`config.mk`:
```
export PLATFORM = sky130hd
export DESIGN_NAME = uart_row_assembler_flat
export DESIGN_NICKNAME = d
export VERILOG_FILES = /design/src/rtl/uart_row_assembler_pkg.sv /design/src/rtl/uart_row_assembler_if.sv /design/src/rtl/uart_row_assembler_byte_timeout.sv /design/src/rtl/uart_row_assembler.sv /design/src/flat_wrapper.sv
export SDC_FILE = /design/constraint.sdc
export NUM_CORES = 1
export LEC_CHECK = 0
export BUFFER_PORTS_ARGS = -buffer_cell sky130_fd_sc_hd__buf_2
export CAP_MARGIN = 40
export CORE_MARGIN = 4
export CORE_UTILIZATION = 60
export CTS_BUF_LIST = sky130_fd_sc_hd__clkbuf_4 sky130_fd_sc_hd__clkbuf_8 sky130_fd_sc_hd__clkbuf_16
export DETAILED_ROUTE_END_ITERATION = 6
export PLACE_DENSITY = 0.9
export SLEW_MARGIN = 0
export SYNTH_ARGS = -nofsm -noshare
export SYNTH_HDL_FRONTEND = slang
export SYNTH_SLANG_ARGS = --single-unit
```
`constraint.sdc`:
```
create_clock -name clk -period 5.69 [get_ports clk]
set_input_delay 0.2845 -clock clk [delete_from_list [all_inputs] [get_ports clk]]
set_output_delay 0.2845 -clock clk [all_outputs]
set_load 0.02 [all_outputs]
```
`src/rtl/uart_row_assembler_pkg.sv`:
```
// Shared constants, FSM state type and the shift-add row-base helper for the
// UART-to-VGA row packet path.
package uart2vga_pkg;

  localparam logic [7:0] STOP_BYTE             = 8'hDD;
  localparam logic [7:0] SUCCESSFULLY_RECEIVED = 8'hFF;
  localparam logic [7:0] NOT_ALL_RECEIVED      = 8'h11;
  localparam int         BYTE_SIZE_ROW         = 240;
  localparam int         BYTE_SIZE_Y           = 2;

  typedef enum logic [2:0] {
    S_YHI    = 3'd0,
    S_YLO    = 3'd1,
    S_DATA   = 3'd2,
    S_STOP   = 3'd3,
    S_ANSWER = 3'd4
  } asm_state_t;

  // y * row_bytes built only from shifted copies of y. row_bytes is a
  // constant, so this collapses to a few adders (240 -> y<<4 + y<<5 + y<<6 + y<<7).
  function automatic logic [31:0] row_base(input logic [15:0] y, input int unsigned row_bytes);
    logic [31:0] acc;
    acc = 32'd0;
    for (int i = 0; i < 16; i++) begin
      if (row_bytes[i]) begin
        acc = acc + ({16'd0, y} << i);
      end else begin
        acc = acc;
      end
    end
    return acc;
  endfunction

endpackage

```
`src/rtl/uart_row_assembler_if.sv`:
```
// Byte-stream input, frame-memory write port and answer-byte port of the
// row assembler, bundled so the parser and its environment share one bus.
interface uart_row_assembler_if #(
  parameter int ADDR_W = 17
);
  logic [7:0]        rx_data;
  logic              rx_done;
  logic              wr_en;
  logic [ADDR_W-1:0] wr_addr;
  logic [7:0]        wr_data;
  logic              row_done;
  logic              tx_start;
  logic [7:0]        tx_data;
  logic              tx_busy;

  // Parser side.
  modport master (
    input  rx_data, rx_done, tx_busy,
    output wr_en, wr_addr, wr_data, row_done, tx_start, tx_data
  );

  // Receiver / memory / transmitter side.
  modport slave (
    output rx_data, rx_done, tx_busy,
    input  wr_en, wr_addr, wr_data, row_done, tx_start, tx_data
  );
endinterface

```
`src/rtl/uart_row_assembler_byte_timeout.sv`:
```
// Inter-byte watchdog: counts enabled cycles since the last clear and raises
// a single-cycle expired pulse in the TIMEOUT_CYCLES-th cycle after a clear.
module byte_timeout #(
  parameter int TIMEOUT_CYCLES = 50000
) (
  input  logic clk,
  input  logic rst,
  input  logic clear,
  input  logic enable,
  output logic expired
);

  localparam int              CNT_W = $clog2(TIMEOUT_CYCLES + 1);
  localparam logic [CNT_W-1:0] NEAR  = CNT_W'(TIMEOUT_CYCLES - 2);
  localparam logic [CNT_W-1:0] TOP   = CNT_W'(TIMEOUT_CYCLES);

  logic [CNT_W-1:0] cnt_r;
  logic             expired_r;

  // Count enabled cycles; expired is registered one cycle ahead so it lands
  // exactly TIMEOUT_CYCLES cycles after the clear and never repeats.
  always_ff @(posedge clk or posedge rst) begin
    if (rst) begin
      cnt_r     <= '0;
      expired_r <= 1'b0;
    end else if (clear) begin
      cnt_r     <= '0;
      expired_r <= 1'b0;
    end else if (enable) begin
      expired_r <= (cnt_r == NEAR);
      if (cnt_r != TOP) begin
        cnt_r <= cnt_r + 1'b1;
      end else begin
        cnt_r <= cnt_r;
      end
    end else begin
      cnt_r     <= cnt_r;
      expired_r <= 1'b0;
    end
  end

  assign expired = expired_r;

endmodule

```
`src/rtl/uart_row_assembler.sv`:
```
// Row packet parser: Y (2 bytes), BYTE_SIZE_ROW pixels, stop byte. Pixels go
// to frame memory at Y*BYTE_SIZE_ROW+column; one answer byte per packet.
module uart_row_assembler #(
  parameter int         BYTE_SIZE_ROW         = uart2vga_pkg::BYTE_SIZE_ROW,
  parameter int         HEIGHT                = 480,
  parameter logic [7:0] STOP_BYTE             = uart2vga_pkg::STOP_BYTE,
  parameter logic [7:0] SUCCESSFULLY_RECEIVED = uart2vga_pkg::SUCCESSFULLY_RECEIVED,
  parameter logic [7:0] NOT_ALL_RECEIVED      = uart2vga_pkg::NOT_ALL_RECEIVED,
  parameter int         TIMEOUT_CYCLES        = 50000,
  parameter int         ADDR_W                = 17
) (
  input logic                  clk,
  input logic                  rst,
  uart_row_assembler_if.master bus
);

  import uart2vga_pkg::*;

  localparam int               COL_W    = $clog2(BYTE_SIZE_ROW);
  localparam logic [COL_W-1:0] COL_LAST = COL_W'(BYTE_SIZE_ROW - 1);

  asm_state_t        state_r, state_s;
  logic [7:0]        y_hi_r, y_hi_s;
  logic [ADDR_W-1:0] base_r, base_s;
  logic              bad_r, bad_s;
  logic [COL_W-1:0]  col_r, col_s;
  logic              wr_en_r, wr_en_s;
  logic [ADDR_W-1:0] wr_addr_r, wr_addr_s;
  logic [7:0]        wr_data_r, wr_data_s;
  logic              row_done_r, row_done_s;
  logic              tx_start_r, tx_start_s;
  logic [7:0]        tx_data_r, tx_data_s;

  logic [15:0]       y_full_s;
  logic              finish_s, finish_bad_s;
  logic              to_clear_s, to_enable_s, expired_s;

  assign y_full_s    = {y_hi_r, bus.rx_data};
  assign to_clear_s  = bus.rx_done || (state_r == S_YHI) || (state_r == S_ANSWER);
  assign to_enable_s = (state_r == S_YLO) || (state_r == S_DATA) || (state_r == S_STOP);

  byte_timeout #(
    .TIMEOUT_CYCLES(TIMEOUT_CYCLES)
  ) u_timeout (
    .clk    (clk),
    .rst    (rst),
    .clear  (to_clear_s),
    .enable (to_enable_s),
    .expired(expired_s)
  );

  // Next-state and next-output logic. Every packet ends through the shared
  // finish path so a good stop byte or a timeout answers in the following
  // cycle when the transmitter is idle, and S_ANSWER only holds while busy.
  always_comb begin
    state_s      = state_r;
    y_hi_s       = y_hi_r;
    base_s       = base_r;
    bad_s        = bad_r;
    col_s        = col_r;
    wr_en_s      = 1'b0;
    wr_addr_s    = wr_addr_r;
    wr_data_s    = wr_data_r;
    row_done_s   = 1'b0;
    tx_start_s   = 1'b0;
    tx_data_s    = tx_data_r;
    finish_s     = 1'b0;
    finish_bad_s = 1'b1;

    case (state_r)
      S_YHI: begin
        if (bus.rx_done) begin
          y_hi_s  = bus.rx_data;
          state_s = S_YLO;
        end else begin
          state_s = S_YHI;
        end
      end

      S_YLO: begin
        if (bus.rx_done) begin
          base_s  = ADDR_W'(row_base(y_full_s, BYTE_SIZE_ROW));
          bad_s   = (y_full_s >= 16'(HEIGHT));
          col_s   = '0;
          state_s = S_DATA;
        end else if (expired_s) begin
          finish_s     = 1'b1;
          finish_bad_s = 1'b1;
        end else begin
          state_s = S_YLO;
        end
      end

      S_DATA: begin
        if (bus.rx_done) begin
          if (!bad_r) begin
            wr_en_s   = 1'b1;
            wr_addr_s = base_r + ADDR_W'(col_r);
            wr_data_s = bus.rx_data;
          end else begin
            wr_en_s = 1'b0;
          end
          if (col_r == COL_LAST) begin
            col_s   = '0;
            state_s = S_STOP;
          end else begin
            col_s = col_r + 1'b1;
          end
        end else if (expired_s) begin
          finish_s     = 1'b1;
          finish_bad_s = 1'b1;
        end else begin
          state_s = S_DATA;
        end
      end

      S_STOP: begin
        if (bus.rx_done) begin
          finish_s     = 1'b1;
          finish_bad_s = bad_r | (bus.rx_data != STOP_BYTE);
        end else if (expired_s) begin
          finish_s     = 1'b1;
          finish_bad_s = 1'b1;
        end else begin
          state_s = S_STOP;
        end
      end

      S_ANSWER: begin
        // Bytes arriving here are ignored; keep waiting for the transmitter.
        finish_s     = 1'b1;
        finish_bad_s = bad_r;
      end

      default: begin
        state_s = S_YHI;
        bad_s   = 1'b0;
      end
    endcase

    if (finish_s) begin
      bad_s = finish_bad_s;
      if (!bus.tx_busy) begin
        tx_start_s = 1'b1;
        tx_data_s  = finish_bad_s ? NOT_ALL_RECEIVED : SUCCESSFULLY_RECEIVED;
        row_done_s = !finish_bad_s;
        state_s    = S_YHI;
      end else begin
        state_s = S_ANSWER;
      end
    end else begin
      tx_start_s = 1'b0;
    end
  end

  // State and registered outputs; reset drops any packet in flight silently.
  always_ff @(posedge clk or posedge rst) begin
    if (rst) begin
      state_r    <= S_YHI;
      y_hi_r     <= 8'h00;
      base_r     <= '0;
      bad_r      <= 1'b0;
      col_r      <= '0;
      wr_en_r    <= 1'b0;
      wr_addr_r  <= '0;
      wr_data_r  <= 8'h00;
      row_done_r <= 1'b0;
      tx_start_r <= 1'b0;
      tx_data_r  <= 8'h00;
    end else begin
      state_r    <= state_s;
      y_hi_r     <= y_hi_s;
      base_r     <= base_s;
      bad_r      <= bad_s;
      col_r      <= col_s;
      wr_en_r    <= wr_en_s;
      wr_addr_r  <= wr_addr_s;
      wr_data_r  <= wr_data_s;
      row_done_r <= row_done_s;
      tx_start_r <= tx_start_s;
      tx_data_r  <= tx_data_s;
    end
  end

  assign bus.wr_en    = wr_en_r;
  assign bus.wr_addr  = wr_addr_r;
  assign bus.wr_data  = wr_data_r;
  assign bus.row_done = row_done_r;
  assign bus.tx_start = tx_start_r;
  assign bus.tx_data  = tx_data_r;

endmodule

```
`src/flat_wrapper.sv`:
```
// flat-port wrapper written by rule: the top's interface ports become plain ports
module uart_row_assembler_flat import uart2vga_pkg::*;
#(
  parameter int         BYTE_SIZE_ROW         = uart2vga_pkg::BYTE_SIZE_ROW,
  parameter int         HEIGHT                = 480,
  parameter logic [7:0] STOP_BYTE             = uart2vga_pkg::STOP_BYTE,
  parameter logic [7:0] SUCCESSFULLY_RECEIVED = uart2vga_pkg::SUCCESSFULLY_RECEIVED,
  parameter logic [7:0] NOT_ALL_RECEIVED      = uart2vga_pkg::NOT_ALL_RECEIVED,
  parameter int         TIMEOUT_CYCLES        = 50000,
  parameter int         ADDR_W                = 17
)
  (clk, rst, bus_rx_data, bus_rx_done, bus_tx_busy, bus_wr_en, bus_wr_addr, bus_wr_data, bus_row_done, bus_tx_start, bus_tx_data);
  uart_row_assembler_if #(.ADDR_W(ADDR_W)) bus_i ();
  input logic clk;
  input logic rst;
  input wire logic [$bits(bus_i.rx_data)-1:0] bus_rx_data;
  input wire logic [$bits(bus_i.rx_done)-1:0] bus_rx_done;
  input wire logic [$bits(bus_i.tx_busy)-1:0] bus_tx_busy;
  output wire logic [$bits(bus_i.wr_en)-1:0] bus_wr_en;
  output wire logic [$bits(bus_i.wr_addr)-1:0] bus_wr_addr;
  output wire logic [$bits(bus_i.wr_data)-1:0] bus_wr_data;
  output wire logic [$bits(bus_i.row_done)-1:0] bus_row_done;
  output wire logic [$bits(bus_i.tx_start)-1:0] bus_tx_start;
  output wire logic [$bits(bus_i.tx_data)-1:0] bus_tx_data;
  assign bus_i.rx_data = bus_rx_data;
  assign bus_i.rx_done = bus_rx_done;
  assign bus_i.tx_busy = bus_tx_busy;
  assign bus_wr_en = bus_i.wr_en;
  assign bus_wr_addr = bus_i.wr_addr;
  assign bus_wr_data = bus_i.wr_data;
  assign bus_row_done = bus_i.row_done;
  assign bus_tx_start = bus_i.tx_start;
  assign bus_tx_data = bus_i.tx_data;
  uart_row_assembler #(.BYTE_SIZE_ROW(BYTE_SIZE_ROW), .HEIGHT(HEIGHT), .STOP_BYTE(STOP_BYTE), .SUCCESSFULLY_RECEIVED(SUCCESSFULLY_RECEIVED), .NOT_ALL_RECEIVED(NOT_ALL_RECEIVED), .TIMEOUT_CYCLES(TIMEOUT_CYCLES), .ADDR_W(ADDR_W)) u_core (.clk(clk), .rst(rst), .bus(bus_i));
endmodule
```
# Yosys cells after proc, flatten, opt, wreduce, memory -nomap -nowiden
# Index checks and enable logic that the tools add are counted.
# word_totals
ff_bits	90
in_bits	12
word_cells	106
# classes
addsub	7
order_cmp	1
eq_ne	18
mux	45
n_bitwise	3
n_reduce_logical	19
# ops
op	count
2-to-1 mux 17 bit	8
adder 17 bit	4
2-to-1 mux 16 bit	3
2-to-1 mux 8 bit	4
2-to-1 mux 3 bit	9
adder 17 x 8 -> 17 bit	1
adder 16 x 1 -> 16 bit, second input constant	1
== test 16 bit, second input constant	1
greater-or-equal comparator 16 x 9 -> 1 bit, second input constant	1
2-to-1 mux 1 bit	16
!= test 16 bit, second input constant	1
one-hot mux 8 bit (2 select lines)	1
one-hot mux 3 bit (5 select lines)	1
!= test 4 x 3 -> 1 bit, second input constant	3
AND reduction 2 bit	5
!= test 3 x 2 -> 1 bit, second input constant	3
adder 8 x 1 -> 8 bit, second input constant	1
== test 8 bit, second input constant	1
!= test 8 bit, second input constant	1
== test 3 x 2 -> 1 bit, second input constant	2
AND reduction 3 bit	2
AND reduction 6 bit	1
nonzero test 2 bit	3
logical OR 1 bit	4
other kinds (12)	16

# Longest topological paths before layout
# Gate-level depths: netlist of the first run.
# depth
depth_word	12
mapped_depth	22
ltp_nobuf	22

# Cells and area by module
# Synthesis of the first run repeated with hierarchy kept, for this count alone.
# unflattened
hier_cells	578
hier_area_um2	5222.5
# by_module_without_submodules
mod	instances	cells_per_inst	area_per_inst_um2	seq_area_each_um2
uart_row_assembler	1	481	4292.9	1576.5
byte_timeout	1	97	929.6	425.4

# Worst setup path before layout of the first run
# OpenSTA, ideal clock, no wires.
# synth_timing
path_type	input-to-reg
from	input port bus_rx_data[0]
to	register u_core.base_r[16]
setup_ns	0.069
arrival_ns	4.558
t_required_ns	5.621
path_slack_ns	1.063
stages	21
cell_sequence	ha_1 > fa_1 > a21o_1 > a21oi_1 > o21bai_1 > a21oi_1 > o21ai_1 > or4_1 > nand4_1 > ha_1 > nand2b_1 > nor3_1 > nor3_1 > o311ai_1 > ha_1 > a21o_1 > a2111oi_4 > o32ai_1 > and3_1 > or4_1 > nand3_1
# synth_via
elab_chain_len	10
# synth_rtl
element	line	source
from (decl)	flat_wrapper.sv:16	input wire logic [$bits(bus_i.rx_data)-1:0] bus_rx_data;
adder 17 bit	uart_row_assembler_pkg.sv:26	acc = acc + ({16'd0, y} << i);
2-to-1 mux 17 bit	uart_row_assembler.sv:81	if (bus.rx_done) begin
2-to-1 mux 17 bit	uart_row_assembler.sv:70	case (state_r)
adder 17 bit	uart_row_assembler_pkg.sv:26	
2-to-1 mux 17 bit	uart_row_assembler.sv:81	
2-to-1 mux 17 bit	uart_row_assembler.sv:70	
adder 17 bit	uart_row_assembler_pkg.sv:26	
2-to-1 mux 17 bit	uart_row_assembler.sv:81	
2-to-1 mux 17 bit	uart_row_assembler.sv:70	
adder 17 bit (*)	uart_row_assembler_pkg.sv:26	
to (signal assigned)	uart_row_assembler.sv:173	base_r <= base_s;
to (decl)	uart_row_assembler.sv:24	logic [ADDR_W-1:0] base_r, base_s;
# Mark *: on every way between the ends. The rest lies on a longest branch, timed or not. The select of a mux whose other input is x is not followed.
# A chain may end at the register's enable or synchronous reset.

# Worst setup path in the final report of the first run
# layout_timing
from	input port bus_rx_data[1]
to	register u_core.base_r[16]
# The elaborated chain is that of the path after synthesis.

==> impl_metrics.ini, run 1 <==
[outcome]
status = complete, no violations

[logic_synthesis]
synth-warning-count = 0
syn_area_per_cell_sq_um = 9.24
synthArstFlopShare = 1.00
synth_top_family_by_area = simple AND/OR/NAND/NOR gates
synthFlopType = dfrtp_1
synth_cells = 565
synth_fp_nets = 627
synthXorXnorAreaFrac = 0.0822
ys_seq_area_frac = 0.384
synth_compound_area_frac = 0.148
synth_fa_ha_area_frac = 0.126
yosysUniqueCellTypes = 62
synth_edf_count = 0
ys_ff_latch = 80
yosys.area_share.simple = 0.192
syn_area_sq_um = 5220
synth.area.mux_share = 0.0254

[sta]
min_period_ns = 4.92
tightest_slew_ns = 0.606
clock.fmax_ghz = 0.203
skew_ns = 0.0119
relSlewSlack = 0.593
fin_tns_setup_ns = 0
hold_viol = 0
holdWs_ns = 0.126
rsz0062_at_grt = false
maxSlewViolCount = 0
finalSetupViolCount = 0
post-route-period-util = 0.866

[hold_path]
min_path_type = in -> reg

[detailed_routing]
routed_wl_um = 11500
dr.pass1.iters = 5
num_vias = 4299
vias_per_cell = 6.00
wl_per_cell_um = 16.1
ant_nets = 0
drt_iter0_markers = 283
drc = 0

[worst_setup_path]
cp-start-kind = primary input
end_kind = flip-flop
crit_fanout = 8
critical_path_class = in -> reg
cp.required_ns = 5.99
worstPathArrival_ns = 5.23

[final_layout]
n_antenna_cell = 0
fillers = 606
regArea_sq_um = 2000
fin_cells = 717
multi_input_area_sq_um = 2990
drive_above_1_share = 0.149
area_delta_synth_final_pct = 10.4
fin_nets = 669

[power]
swShare = 0.460
ir_drop_mv = 0.334
pwr-share-clk = 0.131
switchingPower_uw = 1590
power_frac_comb = 0.606
seq_power_share = 0.263
cell_internal_pwr_uw = 1860
power.density_nw_per_um2 = 599
p_leak_uw = 0.00271

[floorplanning]
coreArea_sq_um = 8340
row_count = 33
die_area_sq_um = 10300
die_w_um = 101
io_pins = 48
dieHeight_um = 101
start_util = 0.626

[cts]
post_cts_buffers = 0
cts.clk_slew.worst_paths_ns = 0.09
cts_tree = yes
clock_sinks = 80
ctsResizeCount = 0
clockBufferDepth = 2
cts_buffers = 9
worstSkewPairLatency_ns = 0.36
cts_root_buffer = clkbuf_8
cts_hold_buffers = 1
ctsHtreeMaxLevel = 3

[placement]
portBuffers = 47
place_hpwl_um = 8400
routabilityCongestion = 0.888
dp.cells = 700

[global_route]
first_global_vias = 4337
grt_pass1_wl_um = 19400
grt_usage = 0.235
grt_max_degree = 52
antenna_found_initial = 0
globalRouteOverflowTotal = 0

[flow_run]
max_cap_violations = 0
[cells by family after synthesis]
logic type                 Yosys count
AOI/OAI and AO/OA                  116
xor gates and xnor gates            49
adders and majority gates           50
buffers and inverters               54
DFF                                 80
muxes                               12
and+or+nand+nor                    204
[sequential cells by signal, summed over array words and instances (netlist names), 2 cells and up]
signal	flops
u_core.state_r	3
u_core.u_timeout.cnt_r	16
u_core.bus.wr_data	8
u_core.bus.tx_data	2
u_core.base_r	13
u_core.y_hi_r	8
u_core.bus.wr_addr	17
u_core.col_r	8
[critical path: stages]
cell,delay (ns)
buf_2,0.17
ha_1,0.23
fa_1,0.40
a21o_1,0.18
a21oi_1,0.24
o21bai_1,0.09
a21oi_1,0.22
o21ai_1,0.15
or4_1,0.41
nand4_1,0.10
ha_1,0.30
nand2b_1,0.14
nor3_1,0.07
nor3_1,0.19
o311ai_1,0.15
ha_1,0.38
a21o_1,0.26
nor3_1,0.17
a21oi_1,0.09
o32ai_1,0.31
a21oi_1,0.11
or4_1,0.47
nand3_1,0.10
[area by class of cell]
type / count / share of cell area
sequential: 80 / 0.348
clock inverter: 6 / 0.0128
timing repair buffer: 53 / 0.0526
clock buffer: 10 / 0.0239
multi-input combinational: 431 / 0.519
tap: 105 / 0.0228
inverter: 32 / 0.0211
[placed cells by master, fill, tap and decap left out, drive strengths merged, types with 3 or more instances in the layout]
cell type | synthesis | final
a31oi | 6 | 6
mux2 | 10 | 10
nand4 | 6 | 6
inv | 31 | 33
o21bai | 4 | 4
nor2 | 45 | 45
o21a | 7 | 7
nand2b | 7 | 7
and2 | 5 | 5
nor3b | 7 | 7
nor4 | 4 | 4
or2 | 4 | 4
nand2 | 73 | 73
nand3 | 14 | 14
buf | 9 | 52
nand4b | 5 | 5
dfrtp | 80 | 80
o21ai | 48 | 48
and3 | 7 | 7
ha | 46 | 46
xnor2 | 29 | 29
o31ai | 3 | 3
nor3 | 8 | 8
nor2b | 8 | 8
fa | 4 | 4
or4 | 3 | 3
clkbuf | 13 | 10
xor2 | 20 | 20
a21oi | 22 | 22
a21o | 10 | 10
[power by group through the flow]
stage	combinational [uW]	clock, uW	sequential (uW)
CTS	2080	457	902
finish	2090	453	907
global placement	1920	0	897
detailed placement	2060	0	911
global route	2310	477	927
floorplan	1550	0	965
[final timing paths]
path                                              startpoint                                     end  slack, ns  cells past startpoint
min in group asynchronous                                rst       u_core.bus.wr_addr[6]$_DFFE_PP0P_       0.53                      4
min                                              bus_tx_busy           u_core.bus.tx_start$_DFF_PP0_       0.13                      2
max in group asynchronous                                rst  u_core.u_timeout.cnt_r[11]$_DFFE_PP0P_       4.57                      5
max                                           bus_rx_data[1]           u_core.base_r[16]$_DFFE_PP0P_       0.77                     23
max reg2reg                     u_core.y_hi_r[0]$_DFFE_PP0P_           u_core.base_r[16]$_DFFE_PP0P_       1.24                     18
min reg2reg                u_core.bus.wr_addr[0]$_DFFE_PP0P_       u_core.bus.wr_addr[0]$_DFFE_PP0P_       0.48                      2
[per-layer routing]
layer | wire length, um | vias up | global-route usage
met5 | 0 | - | 0
met4 | 348 | 0 | 0.115
met3 | 527 | 36 | 0.0399
met2 | 5960 | 122 | 0.414
met1 | 4680 | 2109 | 0.277
li1 | - | 2032 | -
[synthesized netlist by cell type, types with 9 or more instances]
| library cell | count | area share |
|---|---|---|
| dfrtp_1 | 80 | 0.38 |
| nand2_1 | 73 | 0.053 |
| ha_1 | 46 | 0.11 |
| nor2_1 | 45 | 0.032 |
| inv_1 | 31 | 0.022 |
| xnor2_1 | 29 | 0.049 |
| o21ai_1 | 27 | 0.026 |
| o21ai_0 | 21 | 0.020 |
| a21oi_1 | 20 | 0.019 |
| xor2_1 | 20 | 0.034 |
| nand3_1 | 14 | 0.013 |
| clkbuf_1 | 13 | 0.0094 |
| a21o_1 | 9 | 0.013 |
| mux2_2 | 9 | 0.019 |
[per-stage QoR]
stage	total power, uW	instance area [sq um]	worst slack (ns)	utilization
after CTS	3440	5760	0.827	0.691
after global placement	2820	5500	0.704	0.660
after global routing	3710	5760	0.434	0.691
final	3450	5760	0.765	0.691
after floorplan	2520	5220	1.06	-
after detailed placement	2970	5540	0.471	0.664
Power figures use the tool's default switching activity.
==> inputs of run 2 (changes only) <==
Settings changed: ABC_AREA from default to 1, CTS_CLUSTER_SIZE from default to 14.
Clock period 5.69 ns to 5.07 ns, I/O delays scaled along.
==> run 2 against run 1 <==
Against the previous run: area after synthesis is 6.8% higher; non-clock buffer count shrank 3; highest routed layer unchanged; worst setup slack improved by 0.65 ns; die area rose by 6.2%; flip-flop and latch count unchanged.
==> impl_metrics.ini, run 2 <==
[floorplanning]
die_w_um = 104
coreArea_sq_um = 8890
io_pins = 48
row_count = 34
die_area_sq_um = 10900
start_util = 0.627
dieHeight_um = 104

[logic_synthesis]
yosysUniqueCellTypes = 45
synthArstFlopShare = 1.00
synth_most_common_cell = nand2_1
synth_fp_nets = 774
ys_seq_area_frac = 0.359
synth_top_cell_area_share = 0.359
synth.area.mux_share = 0.00202
synth_top_family_by_area = simple AND/OR/NAND/NOR gates
yosys-top-cells-area = dfrtp_1, nand2_1, ha_1, inv_1, nand3_1
synth_cells = 712
synth_compound_area_frac = 0.129
yosys.area_share.simple = 0.251
synthXorXnorAreaFrac = 0.0519
syn_area_per_cell_sq_um = 7.83
synthFlopType = dfrtp_1
synth_edf_count = 0
ys_ff_latch = 80
synth_fa_ha_area_frac = 0.118
synth_top_area_cell = dfrtp_1
syn_area_sq_um = 5570
synth_common_cells = nand2_1, inv_1, dfrtp_1
synth-warning-count = 0

[worst_setup_path]
crit_slowest_cell = ha_1
cp_cell_sequence = buf_2 -> inv_1 -> ha_1 -> nand3_1 -> nand3_1 -> nand3_1 -> o21bai_1 -> xor2_1 -> ha_1 -> a21oi_1 -> o21a_1 -> nand2_1 -> or2_2 -> nand2_1 -> inv_1 -> ha_1 -> nand2_1 -> inv_1 -> a221oi_1 -> nand3_1 -> nand3_1 -> o21ai_0
worstPathArrival_ns = 3.88
crit_fanout = 6
max_stage_delay_ns = 0.38
critical_path_class = in -> reg
cpMostUsedCell = nand3_1
cp-start-kind = primary input
cp.required_ns = 5.30
ff2ff_setup_slack_ns = 1.71
end_kind = flip-flop

[final_layout]
drive_above_1_share = 0.140
area_delta_synth_final_pct = 9.12
fin_nets = 820
final_common_cell = nand2_1
final_cell_mix = nand2_1, inv_1, dfrtp_1
largest_reg_flops = 17
fillers = 721
n_antenna_cell = 0

[detailed_routing]
vias_per_cell = 5.65
dr_wl_met2_um = 6140
routed_wl_um = 12700
drc = 0
dr.pass1.iters = 5
ant_nets = 0
wl_met1_um = 5800
met3WireLength_um = 543
drt_iter0_markers = 337
top_layer = met4
num_vias = 4913
wl_per_cell_um = 14.6

[cts]
ctsResizeCount = 0
clockBufferDepth = 2
ctsHtreeMaxLevel = 3
cts_root_buffer = clkbuf_8
cts_hold_buffers = 1
cts_tree = yes
cts.clk_slew.worst_paths_ns = 0.08
post_cts_buffers = 0
worstSkewPairLatency_ns = 0.36
cts_buffers = 9
clock_sinks = 80

[global_route]
first_global_vias = 4689
globalRouteOverflowTotal = 0
grt_usage = 0.241
antenna_found_initial = 0
grt_pass1_wl_um = 21900
grt_max_degree = 50

[sta]
maxSlewViolCount = 0
fin_tns_setup_ns = 0
min_period_ns = 3.65
skew_ns = 0.0122
tightest_slew_ns = 0.733
post-route-period-util = 0.720
relSlewSlack = 0.510
rsz0062_at_grt = false
finalSetupViolCount = 0
clock.fmax_ghz = 0.274
hold_viol = 0
holdWs_ns = 0.0867

[placement]
place_hpwl_um = 9750
routabilityCongestion = 0.962
portBuffers = 47

[power]
ir_drop_mv = 0.308
p_total_uw = 3910
power.density_nw_per_um2 = 643
p_leak_uw = 0.00310

[flow_run]
max_cap_violations = 0

[outcome]
status = complete, no violations

[hold_path]
min_path_type = in -> reg
run 2: power by group:
part | internal (uW) | total, uW | switching (uW) | leakage (uW)
combinational | 852 | 2340 | 1490 | 0.00196
sequential | 862 | 1040 | 182 | 0.00103
clock | 288 | 520 | 232 | 0.000108
total | 2000 | 3910 | 1910 | 0.00310
run 2: area by class of cell:
type | count | area [sq um] | share of cell area
sequential | 80 | 2000 | 0.329
tap | 108 | 135 | 0.0222
clock inverter | 5 | 81.3 | 0.0134
timing repair buffer | 50 | 280 | 0.0461
inverter | 99 | 374 | 0.0615
clock buffer | 10 | 138 | 0.0226
multi-input combinational | 518 | 3070 | 0.505
run 2: cell families after synthesis:
kind of cell | after synthesis
buf+inv | 114
compound gates | 116
flops | 80
fa+ha+maj | 50
simple gates | 318
xor+xnor | 33
mux | 1
run 2: worst max-delay path, delay by kind of cell:
kind	cells	cell delay, ns
AOI/OAI and AO/OA	5	1.00
xor gates and xnor gates	1	0.18
adders and majority gates	3	1.01
buffers and inverters	4	0.36
and+or+nand+nor	9	1.07
run 2: metrics by stage:
step	instance area (sq um)	util	setup slack, ns	instances
after floorplan	5570	-	1.75	712
after global placement	5820	0.655	1.19	853
after detailed placement	5850	0.658	1.08	854
after CTS	6080	0.684	1.45	870
after global routing	6080	0.684	1.10	870
final	6080	0.684	1.42	870
run 2: path summary, 6_finish.rpt:
path                                                        start                                 to  cells after the start
worst max-delay path                               bus_rx_data[2]      u_core.base_r[15]$_DFFE_PP0P_                     22
worst min-delay path                                  bus_tx_busy      u_core.bus.row_done$_DFF_PP0_                      2
worst max register to register       u_core.y_hi_r[0]$_DFFE_PP0P_      u_core.base_r[15]$_DFFE_PP0P_                     16
worst min register to register  u_core.bus.wr_addr[2]$_DFFE_PP0P_  u_core.bus.wr_addr[2]$_DFFE_PP0P_                      2
max in group asynchronous                                     rst       u_core.y_hi_r[7]$_DFFE_PP0P_                      5
min in group asynchronous                                     rst  u_core.bus.wr_addr[5]$_DFFE_PP0P_                      4
run 2: layer usage:
layer / vias up / track usage
li1: 2418 / -
met1: 2321 / 0.330
met2: 148 / 0.398
met3: 26 / 0.0348
met4: 0 / 0.0703
met5: - / 0
==> inputs of run 3 (changes only) <==
Settings changed: ABC_AREA 1 to 0.
Clock period 5.07 ns to 3.7 ns, I/O delays scaled along.
==> run 3 against run 2 <==
Against the previous run: the flow now finishes with violations (DRC, setup timing); largest cell class unchanged; global-route usage increased by 9.1 points; worst hold slack got worse by 0.038 ns; die area decreased by 5.9%; total power is 86% higher; final area rose by 13%; clock-buffer cell count did not move; first-iteration DRC count rose to 2.7 times the previous value.
==> impl_metrics.ini, run 3 (synthesized netlist as in run 1, its figures left out) <==
[outcome]
status = finished with violations
violations = DRC, setup timing

[cts]
clock_sinks = 80
cts_buffers = 9
worstSkewPairLatency_ns = 0.38
ctsHtreeMaxLevel = 3
cts_root_buffer = clkbuf_8
clockBufferDepth = 2
cts.clk_slew.worst_paths_ns = 0.11
cts_tree = yes

[placement]
place_hpwl_um = 9870
routabilityCongestion = 0.898
dp.cells = 784
portBuffers = 47

[worst_setup_path]
r2r_cells = 17
end_kind = flip-flop
worstPathArrival_ns = 5.01
crit_start = bus_rx_data[0]
cp_cell_sequence = buf_6 -> ha_4 -> fa_2 -> a21o_1 -> a21oi_2 -> o21bai_1 -> a21oi_2 -> buf_4 -> xnor2_1 -> ha_1 -> buf_4 -> nand2_1 -> o21ai_1 -> xor2_1 -> ha_1 -> o21a_1 -> o21a_1 -> o21ai_0 -> o32ai_2 -> and3_1 -> or4_1 -> nand3_1
r2r_end = u_core.base_r[16]$_DFFE_PP0P_
critical_path_class = in -> reg
max_stage_delay_ns = 0.54
critPathBufInv = 3
cp.depth = 22
ff2ff_setup_slack_ns = -0.53
path_delay_family = compound AO/OA/AOI/OAI gates
cp.required_ns = 4.03
crit_fanout = 3
cp-endpoint = u_core.base_r[16]$_DFFE_PP0P_
crit-reg2reg-launch = u_core.y_hi_r[0]$_DFFE_PP0P_
cp-start-kind = primary input
crit_slowest_cell = or4_1

[global_route]
globalRouteOverflowTotal = 0
grt_max_degree = 51
first_global_vias = 5469
grt_usage = 0.332
grt_pass1_wl_um = 26800
antenna_found_initial = 1

[final_layout]
fin_nets = 769
drive_above_1_share = 0.320
n_antenna_cell = 0
final_cell_mix = buf_4, dfrtp_1, nand2_1
fin_cells = 817
multi_input_area_sq_um = 3300
fillers = 350
area_delta_synth_final_pct = 31.4
regArea_sq_um = 2000
final_common_cell = buf_4
largest_reg_flops = 17

[sta]
skew_ns = 0.0249
maxSlewViolCount = 0
post-route-period-util = 1.26
min_period_ns = 4.68
relSlewSlack = 0.464
finalSetupViolCount = 5
hold_viol = 0
rsz0062_at_grt = true
tightest_slew_ns = 0.803
clock.fmax_ghz = 0.214
fin_tns_setup_ns = -1.97
setup_ws_ns = -0.979

[detailed_routing]
dr.pass1.iters = 7
dr_wl_met2_um = 9650
wl_per_cell_um = 26.8
drc = 97
vias_per_cell = 7.10
num_vias = 5800
top_layer = met4
wl_met1_um = 6890
met3WireLength_um = 2950
routed_wl_um = 21900
ant_nets = 0
drt_iter0_markers = 904

[flow_run]
max_cap_violations = 0

[floorplanning]
start_util = 0.626
dieHeight_um = 101
die_area_sq_um = 10300
row_count = 33
coreArea_sq_um = 8340
io_pins = 48
die_w_um = 101

[power]
power.density_nw_per_um2 = 1060
p_leak_uw = 0.00328
p_total_uw = 7270
ir_drop_mv = 0.871

[hold_path]
min_path_type = in -> reg
-- run 3: metal layers --
layer	global-route usage	vias to the layer above
li1	-	2233
met1	0.366	2643
met2	0.559	657
met3	0.0833	267
met4	0.233	0
met5	0	-
-- run 3: cell type report --
type                            instances  area share
Clock buffer                           10      0.0201
Tap cell                              105      0.0192
Inverter                               32      0.0181
Clock inverter                          6      0.0106
Sequential cell                        80       0.292
Multi-Input combinational cell        431       0.482
Timing Repair Buffer                  153       0.158
-- run 3: through the flow --
stage	cell area [sq um]	hold slack [ns]	setup slack, ns	util
floorplan	5260	0.280	-0.526	-
global placement	6180	0.227	-0.661	0.742
detailed placement	6180	0.233	-0.813	0.742
CTS	6490	0.0203	-0.544	0.779
global route	6860	0.0488	-1.21	0.822
finish	6860	0.0485	-0.979	0.822
-- run 3: power breakdown --
part,internal [uW],switching (uW)
Combinational,2290,2790
Sequential,1150,304
Clock,341,395
-- run 3: how the worst min path moves through the flow --
stage | startpoint | end | slack, ns | cells past startpoint
after detailed placement | rst | u_core.bus.wr_addr[4]$_DFFE_PP0P_ | 0.23 | 2
after floorplan | bus_tx_busy | u_core.bus.tx_start$_DFF_PP0_ | 0.28 | 1
after global placement | rst | u_core.bus.wr_addr[4]$_DFFE_PP0P_ | 0.23 | 2
after CTS | bus_tx_busy | u_core.bus.tx_start$_DFF_PP0_ | 0.02 | 2
after global routing | bus_tx_busy | u_core.bus.tx_start$_DFF_PP0_ | 0.05 | 2
final | bus_tx_busy | u_core.bus.tx_start$_DFF_PP0_ | 0.05 | 2
-- run 3: timing repair --
| item | CTS | global route |
|---|---|---|
| gates resized for setup | 12 | 52 |
| hold buffers | 1 | 0 |
| setup buffers | 5 | 14 |
| endpoints found under the setup margin | 2 | 5 |
| hold endpoints to repair | 30 | 0 |
| pin swaps | 12 | 26 |
